===== src/rtl/mem_pkg.sv =====
// Shared types for the data-memory arbiter.
// Request bundle, FSM state and read-owner encodings.
package mem_pkg;

  localparam int NUM_BYTE_LANES = 4;
  localparam int PKG_ADDR_W     = 32;
  localparam int PKG_DATA_W     = 32;

  typedef struct packed {
    logic                      we;
    logic [PKG_ADDR_W-1:0]     addr;
    logic [PKG_DATA_W-1:0]     wdata;
    logic [NUM_BYTE_LANES-1:0] be;
  } mem_req_t;

  typedef enum logic {
    IDLE,
    RD_WAIT
  } arb_state_t;

  typedef enum logic {
    OWN_CPU,
    OWN_DBG
  } owner_t;

endpackage


===== src/rtl/arb_starve_ctr.sv =====
// Saturating count of consecutive blocked debug cycles.
// prio rises once the debug port has waited MAX_WAIT cycles.
module arb_starve_ctr #(
  parameter int MAX_WAIT = 4
) (
  input  logic clock,
  input  logic reset,
  input  logic req,
  input  logic gnt,
  output logic prio
);

  localparam int CW = $clog2(MAX_WAIT + 1);
  localparam logic [CW-1:0] CMAX = CW'(MAX_WAIT);

  logic [CW-1:0] cnt;

  always_ff @(posedge clock) begin
    if (reset || !req || gnt) begin
      cnt <= '0;
    end else if (cnt != CMAX) begin
      cnt <= cnt + 1'b1;
    end
  end

  assign prio = (cnt == CMAX);

endmodule


===== src/rtl/dmem_arbiter.sv =====
// Shares the data memory between the MEM stage and the debug port.
// One access at a time; loads hold the port for MEM_LAT cycles.
module dmem_arbiter
  import mem_pkg::*;
#(
  parameter int ADDR_W   = PKG_ADDR_W,
  parameter int DATA_W   = PKG_DATA_W,
  parameter int MEM_LAT  = 2,
  parameter int MAX_WAIT = 4
) (
  input  logic              clock,
  input  logic              reset,
  input  logic              cpu_req,
  input  logic              cpu_we,
  input  logic [ADDR_W-1:0] cpu_addr,
  input  logic [DATA_W-1:0] cpu_wdata,
  input  logic [3:0]        cpu_be,
  output logic              cpu_gnt,
  output logic              cpu_rvalid,
  output logic [DATA_W-1:0] cpu_rdata,
  output logic              cpu_stall,
  input  logic              dbg_req,
  input  logic              dbg_we,
  input  logic [ADDR_W-1:0] dbg_addr,
  input  logic [DATA_W-1:0] dbg_wdata,
  input  logic [3:0]        dbg_be,
  output logic              dbg_gnt,
  output logic              dbg_rvalid,
  output logic [DATA_W-1:0] dbg_rdata,
  output logic              mem_req,
  output logic              mem_we,
  output logic [ADDR_W-1:0] mem_addr,
  output logic [DATA_W-1:0] mem_wdata,
  output logic [3:0]        mem_be,
  input  logic [DATA_W-1:0] mem_rdata
);

  localparam logic [2:0] LAT_INIT = 3'(MEM_LAT - 1);

  arb_state_t state_q, state_d;
  owner_t     owner_q, owner_d;
  logic [2:0] lat_q, lat_d;

  mem_req_t cpu_f, dbg_f, win_f;
  logic     cpu_win, dbg_win, rd_done;
  logic     dbg_prio;

  arb_starve_ctr #(
    .MAX_WAIT(MAX_WAIT)
  ) u_starve (
    .clock(clock),
    .reset(reset),
    .req  (dbg_req),
    .gnt  (dbg_gnt),
    .prio (dbg_prio)
  );

  always_comb begin
    cpu_f.we    = cpu_we;
    cpu_f.addr  = cpu_addr;
    cpu_f.wdata = cpu_wdata;
    cpu_f.be    = cpu_be;
    dbg_f.we    = dbg_we;
    dbg_f.addr  = dbg_addr;
    dbg_f.wdata = dbg_wdata;
    dbg_f.be    = dbg_be;
  end

  // Grants and rvalid are masked in reset so an aborted read never returns.
  always_comb begin
    state_d = state_q;
    owner_d = owner_q;
    lat_d   = lat_q;
    cpu_win = 1'b0;
    dbg_win = 1'b0;
    rd_done = 1'b0;
    if (!reset) begin
      unique case (state_q)
        IDLE: begin
          dbg_win = dbg_req && (!cpu_req || dbg_prio);
          cpu_win = cpu_req && !dbg_win;
          if ((cpu_win && !cpu_we) || (dbg_win && !dbg_we)) begin
            state_d = RD_WAIT;
            owner_d = dbg_win ? OWN_DBG : OWN_CPU;
            lat_d   = LAT_INIT;
          end
        end
        RD_WAIT: begin
          if (lat_q == 3'd0) begin
            rd_done = 1'b1;
            state_d = IDLE;
          end else begin
            lat_d = lat_q - 3'd1;
          end
        end
        default: state_d = IDLE;
      endcase
    end
  end

  always_ff @(posedge clock) begin
    if (reset) begin
      state_q <= IDLE;
      owner_q <= OWN_CPU;
      lat_q   <= '0;
    end else begin
      state_q <= state_d;
      owner_q <= owner_d;
      lat_q   <= lat_d;
    end
  end

  assign win_f   = dbg_win ? dbg_f : cpu_f;
  assign cpu_gnt = cpu_win;
  assign dbg_gnt = dbg_win;

  assign mem_req   = cpu_win || dbg_win;
  assign mem_we    = mem_req && win_f.we;
  assign mem_addr  = mem_req ? win_f.addr : '0;
  assign mem_wdata = mem_req ? win_f.wdata : '0;
  assign mem_be    = mem_req ? win_f.be : '0;

  assign cpu_rvalid = rd_done && (owner_q == OWN_CPU);
  assign dbg_rvalid = rd_done && (owner_q == OWN_DBG);
  assign cpu_rdata  = cpu_rvalid ? mem_rdata : '0;
  assign dbg_rdata  = dbg_rvalid ? mem_rdata : '0;

  // Drops in the rvalid cycle so MEM/WB captures the load data.
  assign cpu_stall = (cpu_req && !cpu_gnt)
                   || ((state_q == RD_WAIT)
                       && (owner_q == OWN_CPU)
                       && !cpu_rvalid);

endmodule


===== config.mk =====
export PLATFORM = sky130hd
export DESIGN_NAME = dmem_arbiter
export DESIGN_NICKNAME = d
export VERILOG_FILES = /design/src/rtl/mem_pkg.sv /design/src/rtl/arb_starve_ctr.sv /design/src/rtl/dmem_arbiter.sv
export SDC_FILE = /design/constraint.sdc
export NUM_CORES = 1
export LEC_CHECK = 0
export ABC_AREA = 1
export BUFFER_PORTS_ARGS = -buffer_cell sky130_fd_sc_hd__buf_2
export CORE_AREA = 2 2 122 124
export CTS_CLUSTER_DIAMETER = 40
export DETAILED_ROUTE_END_ITERATION = 6
export DIE_AREA = 0 0 124 126
export PLACE_DENSITY = 0.56
export SLEW_MARGIN = 25
export SYNTH_ARGS = -nofsm -noshare
export SYNTH_HDL_FRONTEND = slang
export SYNTH_SLANG_ARGS = --single-unit

===== constraint.sdc =====
create_clock -name clock -period 1.9 [get_ports clock]
set_clock_uncertainty 0.1 [all_clocks]
set_input_delay 0.19 -clock clock [delete_from_list [all_inputs] [get_ports clock]]
set_output_delay 0.19 -clock clock [all_outputs]
set_load 0.03 [all_outputs]

==> flow_summary.json, run 1 <==
{
  "startpoint_type": "register",
  "die_w_um": 124,
  "postCtsHoldBufs": 0,
  "switching_share_pct": 44.87,
  "p_per_area_nw_per_um2": 309.0,
  "crit_type": "reg -> out",
  "ys_seq_elements": 8,
  "crit_fanout": 7,
  "core_um2": 14310,
  "max_freq_ghz": 0.4785,
  "slowest_stage": "dfxtp_2",
  "final_hold_viol_count": 0,
  "antennaDiodeCount": 0,
  "die_h_um": 126,
  "synthCells": 396,
  "p_leak_nw": 3.115,
  "async_flop_share_pct": 0,
  "drt-initial-drc-count": 88,
  "setup_ws_ns": -0.1899,
  "relSlewSlack_pct": 77.44,
  "worstPathCellList": "inv_2 > ha_4 > ha_4 > nand3_4 > nor2_4 > clkinv_4 > buf_12 > buf_16 > nor2_4 > buf_6",
  "portBuffers": 312,
  "maxCapViolations": 0,
  "antenna_found_initial": 0,
  "nets": 939,
  "p_seq_share_pct": 8.7,
  "netlist_area_um2": 1828,
  "grt_pass1_wl_mm": 19.53,
  "overflow": 0,
  "critPathMaxStageDelay_ns": 0.31,
  "clock-sinks": 8,
  "place_congestion": 0.7845,
  "die_area_um2": 15620,
  "synth.avg_cell_area_um2": 4.616,
  "drt-total-wl_mm": 14.53,
  "insertion_delay_ns": 0.23,
  "violations": "setup timing",
  "worst_pin_slew_ns": 0.3380,
  "netlist_top_cells_count": "nand2_1 (143), a21oi_1 (75), nor2_1 (70)",
  "yosysSeqAreaShare_pct": 8.761,
  "cts_buffers": 3,
  "yosysUniqueCellTypes": 20,
  "switchingPower_mw": 0.9513,
  "post-route-period-util_pct": 110.0,
  "yosys_warnings": 0,
  "via_count": 3969,
  "cts_root_buf": "clkbuf_16",
  "multiInputGateArea_um2": 2779,
  "layout-drive-gt1-share_pct": 77.08,
  "path_clk_slew_ns": 0.04,
  "grt_max_degree": 33,
  "num_io_pins": 313,
  "outcome": "complete, but fails checks",
  "cts_tree": "done",
  "start_util_pct": 12.77,
  "ff_latch_area_um2": 165.2,
  "whs_ns": 0.1844,
  "syn_nets": 574,
  "finalPower_mw": 2.120,
  "synth.most_common_cell": "nand2_1",
  "via_per_inst": 4.209,
  "rsz0062_at_grt": "true",
  "ant_nets": 0,
  "crit_required_ns": 1.61,
  "period_needed_ns": 2.090,
  "p_int_mw": 1.169,
  "grt_pass1_vias": 3985,
  "num_rows": 44,
  "clock_power_share_pct": 17.0,
  "cts.path.max_buffers": 2,
  "area_delta_synth_final_pct": 275.4,
  "synthTopCellsByArea": "nand2_1 (29%), a21oi_1 (21%), nor2_1 (14%)",
  "remaining_drc_errors": 0,
  "synth.largest_area_cell": "nand2_1",
  "final_cell_area_um2": 6862,
  "yosysTopAreaCellShare_pct": 29.36,
  "fill_cells": 1313,
  "place_area_um2": 4860,
  "ir_drop_mv": 0.2283,
  "power.share.combinational_pct": 74.3,
  "post_drt_wl_per_cell_um": 15.40,
  "grt_usage_pct": 15.75,
  "synth_edf_count": 0,
  "dp.final_hpwl_mm": 10.43,
  "setup_viol": 133,
  "drt-pass1-iter-count": 5,
  "arrival_ns": 1.80,
  "hold_path.class": "in -> reg",
  "end_kind": "output port",
  "final_max_slew_viol_count": 0,
  "synth_flop_cell": "dfxtp_1",
  "htree_levels": 1
}
## cells in the final DEF, fill, tap and decap left out, drive strengths merged
cell type and n:
clkinv 3, clkbuf 6, dfxtp 8, or2 2, inv 45, xnor2 1
nor2 70, a211oi 1, buf 385, ha 4, a21boi 1, a21oi 75
o21ai 2, xor2 2, nand3 8, nand2 145, nor4 1
## power by group through the flow
| stage | clock network, mW | registers [mW] | logic, mW |
|---|---|---|---|
| 2_1_floorplan | 0 | 0.185 | 0.700 |
| 3_3_place_gp | 0 | 0.184 | 1.21 |
| 3_5_place_dp | 0 | 0.184 | 1.21 |
| 4_1_cts | 0.365 | 0.182 | 1.45 |
| 5_1_grt | 0.375 | 0.185 | 1.67 |
| 6_report | 0.361 | 0.184 | 1.58 |
## sequential cells by signal, indices dropped and copies added (netlist names)
signal,count
u_starve.cnt,3
lat_q,3
owner_q,1
state_q,1
## what timing repair did
item,CTS,global route
buffers inserted,21,6
cloned,3,4
resized for setup,344,158
endpoints found under the setup margin,136,139
pin swaps,8,8
## cell type report
cell class              instances  share of cell area, %
multi-input cells             312                  40.50
repair buffers                388                  49.65
clock buffers                   3                  1.094
inverters                      48                  2.991
well taps                     184                  3.355
flip-flops and latches          8                  2.407
## final timing paths
path         depth (start not counted)  slack [ns]  startpoint           end
max                                 10       -0.19    lat_q[0]  dbg_rdata[0]
min                                  3        0.18       reset      lat_q[1]
max reg2reg                         12           0    lat_q[0]      lat_q[0]
min reg2reg                          2        0.38    lat_q[1]      lat_q[1]
## critical path: cells and delay by family, from the launching register on
kind | cells | cell delay [ns]
DFF | 1 | 0.31
and+or+nand+nor | 3 | 0.34
buffers and inverters | 5 | 0.63
adders and majority gates | 2 | 0.27
## cell families (layout without fill, tap and decap cells)
| group | Yosys count | in the layout | share of synthesized area (%) |
|---|---|---|---|
| AND/OR/NAND/NOR | 226 | 226 | 47.64 |
| AO/OA/AOI/OAI | 79 | 79 | 22.52 |
| buffers and inverters | 76 | 439 | 16.91 |
| flip-flops | 8 | 8 | 8.761 |
| adder cells (fa/ha/maj) | 4 | 4 | 2.738 |
| XOR/XNOR | 3 | 3 | 1.438 |
## layer usage
layer  routed length [um]  GRT usage, %  share of wire [%]
met2                 7925         33.23                 55
met4                  468         1.851                3.2
met1                 4884         15.70                 34
met5                    0             0                  0
met3                 1248         3.034                8.6
## stage by stage
stage	std cells	utilization [%]	setup TNS (ns)	setup slack, ns
global route	943	47.94	-25.95	-0.2632
detailed placement	913	33.95	-4.228	-0.1052
CTS	940	43.92	-14.82	-0.1867
global placement	913	33.95	-2.817	-0.07561
finish	943	47.94	-15.74	-0.1899
floorplan	396	-	-16.31	-0.2616
No activity file was read; power rests on OpenSTA's default activity.
==> inputs of run 2 (changes only) <==
--- a/config.mk
+++ b/config.mk
@@ -5,13 +5,12 @@
 export SDC_FILE = /design/constraint.sdc
 export NUM_CORES = 1
 export LEC_CHECK = 0
-export ABC_AREA = 1
 export BUFFER_PORTS_ARGS = -buffer_cell sky130_fd_sc_hd__buf_2
-export CORE_AREA = 2 2 122 124
+export CORE_AREA = 2 2 123 125
 export CTS_CLUSTER_DIAMETER = 40
 export DETAILED_ROUTE_END_ITERATION = 6
-export DIE_AREA = 0 0 124 126
-export PLACE_DENSITY = 0.56
+export DIE_AREA = 0 0 125 127
+export PLACE_DENSITY = 0.58
 export SLEW_MARGIN = 25
 export SYNTH_ARGS = -nofsm -noshare
 export SYNTH_HDL_FRONTEND = slang
==> flow_summary.json, run 2 <==
{
  "critPathMaxStageDelay_ns": 0.35,
  "netlist_area_um2": 2236,
  "slowest_stage": "dfxtp_4",
  "htree_levels": 1,
  "nets": 910,
  "area_delta_synth_final_pct": 238.3,
  "yosysTopAreaCellShare_pct": 17.91,
  "wl_met3_mm": 1.110,
  "async_flop_share_pct": 0,
  "final_hold_viol_count": 0,
  "final_common_cell": "buf_2",
  "die_h_um": 127,
  "drt-pass1-iter-count": 4,
  "relSlewSlack_pct": 70.12,
  "clock-sinks": 8,
  "synth.avg_cell_area_um2": 5.823,
  "drt-initial-drc-count": 134,
  "drt-total-wl_mm": 18.14,
  "num_rows": 44,
  "grt_usage_pct": 19.32,
  "syn_nets": 562,
  "worstPathCellList": "buf_6 > nor3b_4 > buf_12 > buf_6 > clkbuf_16 > nand3_2 > a21oi_4 > buf_6",
  "post-route-period-util_pct": 107.7,
  "overflow": 0,
  "place_ws_ns": -0.08245,
  "worst_pin_slew_ns": 0.4481,
  "die_area_um2": 15880,
  "top_layer": "met5",
  "switching_share_pct": 46.86,
  "critPathBufInv": 5,
  "period_needed_ns": 2.046,
  "cts.path.max_buffers": 2,
  "maxCapViolations": 0,
  "p_int_mw": 1.375,
  "cts_root_buf": "clkbuf_16",
  "synthTopCellsByArea": "and2_1 (18%), a21oi_1 (16%), nand3_1 (16%)",
  "top_regs": "lat_q x3, u_starve.cnt x3",
  "met1Wirelength_mm": 6.998,
  "remaining_drc_errors": 0,
  "outcome": "complete, but fails checks",
  "fill_cells": 1270,
  "place_congestion": 0.7810,
  "power.share.combinational_pct": 78.8,
  "crit_fanout": 6,
  "hold_path.class": "in -> reg",
  "layout_common_cells": "buf_2 (175), buf_6 (146), and2_4 (60), a21oi_4 (60)",
  "crit_top_cell": "buf_6",
  "antenna_found_initial": 2,
  "final_max_slew_viol_count": 0,
  "grt_pass1_wl_mm": 24.80,
  "max_freq_ghz": 0.4887,
  "via_per_inst": 4.911,
  "synthCells": 384,
  "startpoint_type": "register",
  "crit_required_ns": 1.61,
  "synth_flop_cell": "dfxtp_1",
  "insertion_delay_ns": 0.23,
  "cp_top_family": "buffers and inverters",
  "synth_edf_count": 0,
  "final_cell_area_um2": 7564,
  "cts_buffers": 3,
  "p_seq_share_pct": 7.4,
  "whs_ns": 0.1596,
  "yosysUniqueCellTypes": 32,
  "post_drt_wl_per_cell_um": 19.84,
  "setup_ws_ns": -0.1463,
  "portBuffers": 312,
  "switchingPower_mw": 1.213,
  "layout-drive-gt1-share_pct": 92.47,
  "rsz0062_at_grt": "true",
  "synth.most_common_cell": "a21oi_1",
  "end_kind": "output port",
  "netlist_top_cells_count": "a21oi_1 (73), nand3_1 (70), o21ai_1 (70)",
  "ant_nets": 0,
  "synth.largest_area_cell": "and2_1",
  "setup_viol": 133,
  "cts_tree": "done",
  "grt_pass1_vias": 4469,
  "met2WireLength_mm": 9.788,
  "arrival_ns": 1.76,
  "num_io_pins": 313,
  "start_util_pct": 15.50,
  "antennaDiodeCount": 0,
  "violations": "setup timing",
  "ys_seq_elements": 8,
  "yosys_warnings": 0,
  "dp.final_hpwl_mm": 10.39,
  "crit_type": "reg -> out",
  "core_um2": 14420,
  "clock_power_share_pct": 13.8,
  "grt_max_degree": 39,
  "die_w_um": 125,
  "path_clk_slew_ns": 0.04,
  "yosysSeqAreaShare_pct": 7.163,
  "p_leak_nw": 3.058,
  "via_count": 4489,
  "ir_drop_mv": 0.2856,
  "p_per_area_nw_per_um2": 342.2,
  "place_area_um2": 4981
}
==> run 2: cell types whose count changed in the layout (fill, tap and decap cells not counted), sizes merged, moves of 4 or more <==
| cell | change |
|---|---|
| nand2 | -137 |
| o21ai | +70 |
| and2 | +64 |
| nand3 | +62 |
| nor2 | -62 |
| inv | -37 |
| buf | -4 |
| clkbuf | +4 |
| nor3 | +4 |
==> run 2: power groups by stage <==
stage / combinational [mW] / sequential [mW] / clock, mW
floorplan: 0.874 / 0.188 / 0
global placement: 1.37 / 0.189 / 0
detailed placement: 1.37 / 0.190 / 0
CTS: 1.85 / 0.190 / 0.366
global route: 2.14 / 0.193 / 0.377
finish: 2.04 / 0.191 / 0.357
==> run 2: final cells by class <==
cell class	count	area [um2]	area share (%)
well taps	184	230.2	3.044
repair buffers	388	3551	46.95
clock buffers	3	75.07	0.9926
flip-flops and latches	8	168.9	2.233
inverters	8	30.03	0.3970
multi-input cells	323	3508	46.39
==> run 2: repair_timing <==
action,4_1_cts,5_1_grt
cloned,12,9
hold buffers,0,0
buffers inserted,19,8
endpoints found under the setup margin,138,140
pin swaps,42,68
resized for setup,364,214
==> run 2: per-layer routing <==
metal  vias to the layer above  GRT usage, %
met4                         2         3.007
met2                       216         37.60
li1                       2059             -
met5                         -             0
met3                        22         3.769
met1                      2190         22.16
==> run 2: final timing paths <==
kind,cells past startpoint,slack (ns),end,startpoint
setup / recovery,8,-0.15,mem_wdata[19],state_q
hold / removal,3,0.16,owner_q,dbg_we
setup reg to reg,8,0.17,lat_q[2],lat_q[0]
hold reg to reg,3,0.42,lat_q[0],lat_q[0]
==> run 2: per-stage QoR <==
step	utilization, %	power [mW]	instances	TNS [ns]
4_1_cts	47.90	2.405	908	-13.71
3_5_place_dp	34.53	1.563	875	-0.1117
2_1_floorplan	-	1.062	384	-0.1500
3_3_place_gp	34.53	1.560	875	-0.08333
5_1_grt	52.44	2.707	914	-18.49
6_report	52.44	2.589	914	-10.14
==> run 2: kinds of logic after synthesis <==
| group | share of synthesized area (%) |
|---|---|
| compound gates | 35.87 |
| xor+xnor | 0.3918 |
| fa+ha+maj | 2.238 |
| buf+inv | 13.04 |
| flops | 7.163 |
| simple gates | 41.30 |
==> run 2: worst register-to-register path, stage by stage, from the launching register on <==
cell and delay [ns]:
dfxtp_2 0.32, inv_2 0.05, ha_4 0.16, ha_4 0.16, buf_4 0.13, buf_6 0.12, or3b_4 0.39, a21oi_2 0.13
o21a_1 0.11
